File: config.mk
export PLATFORM = sky130hd
export DESIGN_NAME = core_mc_sequencer
export DESIGN_NICKNAME = d
export VERILOG_FILES = /design/src/rtl/core_mc_pkg.sv /design/src/rtl/core_mc_sequencer.sv
export SDC_FILE = /design/constraint.sdc
export NUM_CORES = 1
export LEC_CHECK = 0
export ABC_CLOCK_PERIOD_IN_PS = 2000
export BUFFER_PORTS_ARGS = -buffer_cell sky130_fd_sc_hd__clkbuf_2
export CAP_MARGIN = 20
export CORE_MARGIN = 4
export CORE_UTILIZATION = 48
export DETAILED_ROUTE_END_ITERATION = 6
export PLACE_DENSITY = 0.82
export SLEW_MARGIN = 20
export SYNTH_ARGS = -nofsm -noshare
export SYNTH_HDL_FRONTEND = slang
export SYNTH_SLANG_ARGS = --single-unit
File: constraint.sdc
create_clock -name clk_i -period 2 [get_ports clk_i]
set_clock_uncertainty 0.1 [all_clocks]
set_input_delay 0.4 -clock clk_i [delete_from_list [all_inputs] [get_ports clk_i]]
set_output_delay 0.4 -clock clk_i [all_outputs]
set_load 0.05 [all_outputs]
File: src/rtl/core_mc_pkg.sv
// Shared types for the multi-cycle RV32 core: IR field types, ALU op encoding, config bundle.
package core_mc_pkg;

  typedef logic [6:0] opcode_t;
  typedef logic [2:0] funct3_t;
  typedef logic [6:0] funct7_t;

  typedef enum logic [3:0] {
    ALU_OP_ADD  = 4'd0,
    ALU_OP_SUB  = 4'd1,
    ALU_OP_AND  = 4'd2,
    ALU_OP_OR   = 4'd3,
    ALU_OP_SRL  = 4'd4,
    ALU_OP_SLTU = 4'd5
  } alu_op_t;

  typedef struct packed {
    logic [31:0] reset_pc;
  } config_t;

  localparam opcode_t OP_LUI    = 7'b0110111;
  localparam opcode_t OP_BRANCH = 7'b1100011;
  localparam opcode_t OP_IMM    = 7'b0010011;
  localparam opcode_t OP_REG    = 7'b0110011;

endpackage

File: src/rtl/core_mc_sequencer.sv
// Multi-cycle control sequencer: FETCH/DECODE/EXECUTE/WRITEBACK with halt, error traps
// and a retired-instruction counter.
module core_mc_sequencer
  import core_mc_pkg::*;
#(
  parameter config_t     CONF          = '0,
  parameter int unsigned FETCH_TIMEOUT = 16,
  parameter int unsigned INSTRET_W     = 32
) (
  input  logic                 clk_i,
  input  logic                 rst_i,
  output logic                 imem_req_o,
  input  logic                 imem_ready_i,
  output logic                 ir_we_o,
  input  opcode_t              op_i,
  input  funct3_t              funct3_i,
  input  funct7_t              funct7_i,
  input  logic                 alu_zero_i,
  output logic                 pc_we_o,
  output logic                 pc_src_o,
  output logic                 reg_write_o,
  output logic                 alu_src_o,
  output logic                 wd_src_o,
  output alu_op_t              alu_op_o,
  input  logic                 halt_i,
  output logic                 halted_o,
  output logic                 illegal_o,
  output logic                 fetch_timeout_o,
  output logic                 retired_o,
  output logic [INSTRET_W-1:0] instret_o
);

  localparam int unsigned TmoW = (FETCH_TIMEOUT > 1) ? $clog2(FETCH_TIMEOUT) : 1;

  typedef enum logic [2:0] {
    StReset, StFetch, StDecode, StExecute, StWriteback, StHalted, StError
  } state_e;

  typedef enum logic [1:0] {ClsAlu, ClsLui, ClsBeq, ClsBne} cls_e;

  state_e               state_q;
  cls_e                 cls_q;
  alu_op_t              alu_op_q;
  logic                 alu_src_q, wd_src_q;
  logic                 illegal_q, fetch_timeout_q;
  logic [TmoW-1:0]      tmo_q;
  logic [INSTRET_W-1:0] instret_q;

  logic    dec_ok, dec_asrc, dec_wsrc;
  cls_e    dec_cls;
  alu_op_t dec_aop;
  logic    is_branch, retire, in_alu;

  logic unused_conf;
  assign unused_conf = ^CONF;

  always_comb begin
    dec_ok   = 1'b1;
    dec_cls  = ClsAlu;
    dec_aop  = ALU_OP_ADD;
    dec_asrc = 1'b0;
    dec_wsrc = 1'b0;
    case (op_i)
      OP_LUI: begin
        dec_cls  = ClsLui;
        dec_wsrc = 1'b1;
      end
      OP_BRANCH: begin
        dec_aop = ALU_OP_SUB;
        case (funct3_i)
          3'b000:  dec_cls = ClsBeq;
          3'b001:  dec_cls = ClsBne;
          default: dec_ok  = 1'b0;
        endcase
      end
      OP_IMM: begin
        dec_asrc = 1'b1;
        case (funct3_i)
          3'b000:  dec_aop = ALU_OP_ADD;
          3'b111:  dec_aop = ALU_OP_AND;
          default: dec_ok  = 1'b0;
        endcase
      end
      OP_REG: begin
        case ({funct7_i, funct3_i})
          {7'h00, 3'b000}: dec_aop = ALU_OP_ADD;
          {7'h20, 3'b000}: dec_aop = ALU_OP_SUB;
          {7'h00, 3'b111}: dec_aop = ALU_OP_AND;
          {7'h00, 3'b110}: dec_aop = ALU_OP_OR;
          {7'h00, 3'b101}: dec_aop = ALU_OP_SRL;
          {7'h00, 3'b011}: dec_aop = ALU_OP_SLTU;
          default:         dec_ok  = 1'b0;
        endcase
      end
      default: dec_ok = 1'b0;
    endcase
  end

  // Outputs decode straight from the state register so an async reset clears them at once.
  always_comb begin
    is_branch       = (cls_q == ClsBeq) || (cls_q == ClsBne);
    retire          = ((state_q == StExecute) && is_branch) || (state_q == StWriteback);
    in_alu          = (state_q == StExecute) || (state_q == StWriteback);
    imem_req_o      = (state_q == StFetch);
    ir_we_o         = (state_q == StFetch) && imem_ready_i;
    pc_we_o         = retire;
    pc_src_o        = (state_q == StExecute) &&
                      (((cls_q == ClsBeq) && alu_zero_i) || ((cls_q == ClsBne) && !alu_zero_i));
    reg_write_o     = (state_q == StWriteback);
    alu_src_o       = in_alu && alu_src_q;
    wd_src_o        = (state_q == StWriteback) && wd_src_q;
    alu_op_o        = in_alu ? alu_op_q : ALU_OP_ADD;
    halted_o        = (state_q == StHalted);
    retired_o       = retire;
    illegal_o       = illegal_q;
    fetch_timeout_o = fetch_timeout_q;
    instret_o       = instret_q;
  end

  always_ff @(posedge clk_i or posedge rst_i) begin
    if (rst_i) begin
      state_q         <= StReset;
      cls_q           <= ClsAlu;
      alu_op_q        <= ALU_OP_ADD;
      alu_src_q       <= 1'b0;
      wd_src_q        <= 1'b0;
      illegal_q       <= 1'b0;
      fetch_timeout_q <= 1'b0;
      tmo_q           <= '0;
      instret_q       <= '0;
    end else begin
      if (retire) begin
        instret_q <= instret_q + INSTRET_W'(1);
      end
      unique case (state_q)
        StReset: state_q <= halt_i ? StHalted : StFetch;
        StFetch: begin
          if (imem_ready_i) begin
            state_q <= StDecode;
            tmo_q   <= '0;
          end else if (tmo_q == TmoW'(FETCH_TIMEOUT - 1)) begin
            state_q         <= StError;
            fetch_timeout_q <= 1'b1;
          end else begin
            tmo_q <= tmo_q + TmoW'(1);
          end
        end
        StDecode: begin
          if (dec_ok) begin
            state_q   <= StExecute;
            cls_q     <= dec_cls;
            alu_op_q  <= dec_aop;
            alu_src_q <= dec_asrc;
            wd_src_q  <= dec_wsrc;
          end else begin
            state_q   <= StError;
            illegal_q <= 1'b1;
          end
        end
        StExecute: begin
          if (is_branch) state_q <= halt_i ? StHalted : StFetch;
          else           state_q <= StWriteback;
        end
        StWriteback: state_q <= halt_i ? StHalted : StFetch;
        StHalted:    if (!halt_i) state_q <= StFetch;
        StError:     state_q <= StError;
        default:     state_q <= StError;
      endcase
    end
  end

endmodule

==> run summary <==
CLOCKING
--------------------------------------------------------------------------------------------------------
TritonCTS clock tree                                                                                done
H-tree levels                                                                                          2
Hold-fix buffers at CTS                                                                                0
Latest clock arrival within the worst-skew pair                                                   300 ps
Post-CTS clock slew at the launch and capture registers of the worst setup and hold paths          90 ps
Clock net sink count                                                                                  48
Number of buffers added by the clock tree synthesis step                                               5
Bufs on Longest Clock Path                                                                             2
Root buffer cell                                                                            sky130_fd_sc_hd__clkbuf_8

DRT
--------------------------------------------------------------------------------------------------------
Antenna-violating nets left                                                                            0
Remaining DRCs                                                                                         0
Number of detailed-routing iterations run before antenna repair                                        4
Number of violations reported at the end of detailed-routing iteration 0                             114
DR vias/cell                                                                                        5.35
Average wire per cell in the routed design                                                       14.7 um
Routed vias                                                                                         2269
Overall routed net length                                                                        6220 um

GLOBAL ROUTING
--------------------------------------------------------------------------------------------------------
Total track usage                                                                                  19.1%
Number of global-route vias before repair                                                           2179
Initial antenna violation count                                                                        0
Total overflow reported by the global router                                                           0
Global-route wire length before repair                                                          10000 um
Largest net degree at the start of global routing                                                     29

WORST SETUP PATH
--------------------------------------------------------------------------------------------------------
Worst path top cell family by delay                                                         simple AND/OR/NAND/NOR gates
Beginning of the critical path                                                                state_q[0]
Type of element launching the critical path                                                    flip-flop
Critical path arrival                                                                            1590 ps
Worst r2r src                                                                                 state_q[0]
Logic depth of the worst register-to-register path                                                     7
Standard cell with the maximum stage delay on the critical path                             sky130_fd_sc_hd__or3b_4
Number of buffers and inverters on the critical path                                                   3
Worst Path Max Fanout                                                                                  3
Endpoint of the worst-slack reg-to-reg timing path                                          instret_o[13]
Stage delay of the slowest cell on the critical path                                              420 ps
Cell chain of the critical path                                                             or3b_4 -> buf_6 -> clkinvlp_4 -> and2_4 -> clkbuf_16
Critical path class                                                                         flip-flop to primary output
Worst setup slack for register-to-register paths                                                  -50 ps
Required time reported for the critical path endpoint                                            1500 ps
Critical path endpoint category                                                             primary output

DIE
--------------------------------------------------------------------------------------------------------
Starting utilization of the core area                                                              50.4%
I/O pin count                                                                                         69
Vertical die dimension                                                                           81.9 um
Die width                                                                                        81.9 um
Placeable core area                                                                             5200 um2
Die area                                                                                        6710 um2
Row count                                                                                             26

YOSYS
--------------------------------------------------------------------------------------------------------
Mapped Cells                                                                                         251
Post-synthesis area per instance                                                                10.5 um2
EDFF count, synth                                                                                      0
Syn_nets                                                                                             275
Count of distinct cell types in the synthesized netlist                                               59
Most repeated cell in the gate-level netlist after synthesis                                sky130_fd_sc_hd__dfrtp_1
#FFs+latches synth                                                                                    48
Post-synthesis cell type with the largest combined area                                     sky130_fd_sc_hd__dfrtp_1
Fraction of synthesized cell area taken by the top area cell type                                  45.8%
Synth warnings                                                                                         0
Commonest cells in the synthesized netlist                                                  48 x sky130_fd_sc_hd__dfrtp_1, 26 x sky130_fd_sc_hd__xnor2_1, 20 x sky130_fd_sc_hd__nand2_1
Post-Syn Area                                                                                   2620 um2
Top_reg_cell synth                                                                          sky130_fd_sc_hd__dfrtp_1
Post-synthesis async set-or-reset flop share                                                        100%
Leading post-synthesis cells by cell area                                                   sky130_fd_sc_hd__dfrtp_1 46%, sky130_fd_sc_hd__xnor2_1 8.7%, sky130_fd_sc_hd__nand2_1 2.9%
Sequential area share after synthesis                                                              45.8%

FINISH
--------------------------------------------------------------------------------------------------------
Share of layout cells above drive strength 1                                                       46.3%
Utilization of the core after routing                                                              70.6%
Count of nets after finishing                                                                        377
Fill cell total of the finished layout                                                               375
Final Instance Count excl. Fillers                                                                   424
Final design area excluding fillers                                                             3670 um2
Antenna Diode Count                                                                                    0
Area growth from synthesis to layout                                                               40.0%

OUTCOME
--------------------------------------------------------------------------------------------------------
Result of the run                                                                           complete, but fails checks
Failing checks                                                                              negative hold slack, negative setup slack

POWER AND IR DROP
--------------------------------------------------------------------------------------------------------
Static leakage power                                                                          0.00177 uW
Largest voltage drop on the vdd net                                                              1370 uV
Power per standard cell area                                                                  980 nW/um2

STA
--------------------------------------------------------------------------------------------------------
Worst hold-check slack                                                                          -8.17 ps
Final worst-path cycle share                                                                        104%
Final Max Tran Viols                                                                                   0
RSZ-0062 raised after global routing                                                                 yes
Clock period minus worst slack                                                                   2090 ps
Sum of negative setup slack                                                                      -510 ps
Post-route worst setup slack                                                                    -90.0 ps
Final number of hold-violating endpoints                                                               4
Maximum clock frequency                                                                          478 MHz
Measured slew at the worst slew-check pin                                                         537 ps
Final setup violating endpoints                                                                       18
Worst relative slew slack                                                                          63.7%

PLACE
--------------------------------------------------------------------------------------------------------
Cell total after placement                                                                           404
Final RePlAce weighted congestion                                                                  0.862
Number of I/O port buffers                                                                            67
Post-detailed-placement cell area                                                               3260 um2
DP HPWL                                                                                          4480 um

JOB
--------------------------------------------------------------------------------------------------------
Max Cap Violations                                                                                     0

MIN PATH
--------------------------------------------------------------------------------------------------------
Worst min-delay path class                                                                  primary input to async pin

registers in the layout, indices dropped and copies added (netlist names):
name / count
alu_op_q: 3
alu_src_q: 1
cls_q: 2
fetch_timeout_o: 1
illegal_o: 1
instret_o: 32
state_q: 3
tmo_q: 4
wd_src_q: 1
worst max-delay path by stage:
stage | endpoint | cells past startpoint
5_1_grt | wd_src_o | 5
2_1_floorplan | instret_o[30] | 5
4_1_cts | wd_src_o | 5
3_5_place_dp | alu_op_q[0] | 6
3_3_place_gp | alu_op_q[0] | 6
6_report | wd_src_o | 5
timing repair:
action	CTS	global route
endpoints found under the setup margin	14	38
setup buffers	7	5
pin swaps	8	9
gates cloned	0	0
resized for setup	37	19
hold endpoints to repair	0	0
routing by layer:
metal,vias up,GRT usage (%),share of wire (%)
li1,1111,-,-
met5,-,0,0
met4,0,6.15,2.8
met2,62,30.4,48
met1,1078,26.4,45
met3,18,3.18,3.7
logic make-up after synthesis:
kind of cell               Yosys count  synth area share, %
and+or+nand+nor                    107                 25.2
DFF                                 48                 45.8
AOI/OAI and AO/OA                   33                 9.92
xor gates and xnor gates            33                 11.0
buffers and inverters               19                 3.62
muxes                                8                 3.34
adders and majority gates            2                0.954
other                                1                0.143
per-stage QoR:
stage	total power, uW	hold WS (ps)	setup slack [ps]
floorplan	2310	341	-27.9
global placement	2710	322	-131
detailed placement	2750	332	-182
CTS	3580	7.92	-96.8
global route	3800	14.6	-137
finish	3600	-8.17	-90.0
cell type report:
class	instances	area, um2	area share (%)
Clock buffer	7	76.3	2.08
Inverter	12	51.3	1.40
Multi-Input combinational cell	184	1460	39.8
Sequential cell	48	1210	33.0
Tap cell	70	87.6	2.39
Timing Repair Buffer	102	777	21.2
Clock inverter	1	5.00	0.136
layout by cell type (no fill, tap or decap), types with 3 or more instances in the layout:
master / count
sky130_fd_sc_hd__a21o_1: 4
sky130_fd_sc_hd__a21oi_1: 6
sky130_fd_sc_hd__and2_4: 5
sky130_fd_sc_hd__and3_1: 4
sky130_fd_sc_hd__and3b_1: 3
sky130_fd_sc_hd__and4_1: 3
sky130_fd_sc_hd__buf_12: 4
sky130_fd_sc_hd__buf_4: 29
sky130_fd_sc_hd__buf_6: 5
sky130_fd_sc_hd__buf_8: 4
sky130_fd_sc_hd__clkbuf_16: 3
sky130_fd_sc_hd__clkbuf_2: 56
sky130_fd_sc_hd__clkbuf_8: 5
sky130_fd_sc_hd__dfrtp_1: 38
sky130_fd_sc_hd__dfrtp_2: 10
sky130_fd_sc_hd__inv_1: 9
sky130_fd_sc_hd__mux2_2: 6
sky130_fd_sc_hd__nand2_1: 16
sky130_fd_sc_hd__nand2_2: 4
sky130_fd_sc_hd__nand3_1: 13
sky130_fd_sc_hd__nand3b_1: 3
sky130_fd_sc_hd__nand4_1: 10
sky130_fd_sc_hd__nor2_1: 6
sky130_fd_sc_hd__nor2_4: 5
sky130_fd_sc_hd__nor3_1: 3
sky130_fd_sc_hd__nor3b_1: 3
sky130_fd_sc_hd__o21ai_0: 4
sky130_fd_sc_hd__xnor2_1: 25
sky130_fd_sc_hd__xor2_1: 7
report_power, final:
group,internal [uW],switching (uW),leakage (uW)
sequential,1110,127,0.000618
combinational,761,1050,0.00111
clock,246,308,0.0000422
total,2120,1480,0.00177
worst register-to-register path, stage by stage, from the launching register on:
cell,delay [ps]
sky130_fd_sc_hd__dfrtp_1,390
sky130_fd_sc_hd__or3b_4,420
sky130_fd_sc_hd__buf_4,170
sky130_fd_sc_hd__a2111oi_4,300
sky130_fd_sc_hd__buf_6,180
sky130_fd_sc_hd__buf_4,130
sky130_fd_sc_hd__nand4_1,110
sky130_fd_sc_hd__xnor2_1,160
Power figures use the tool's default switching activity.
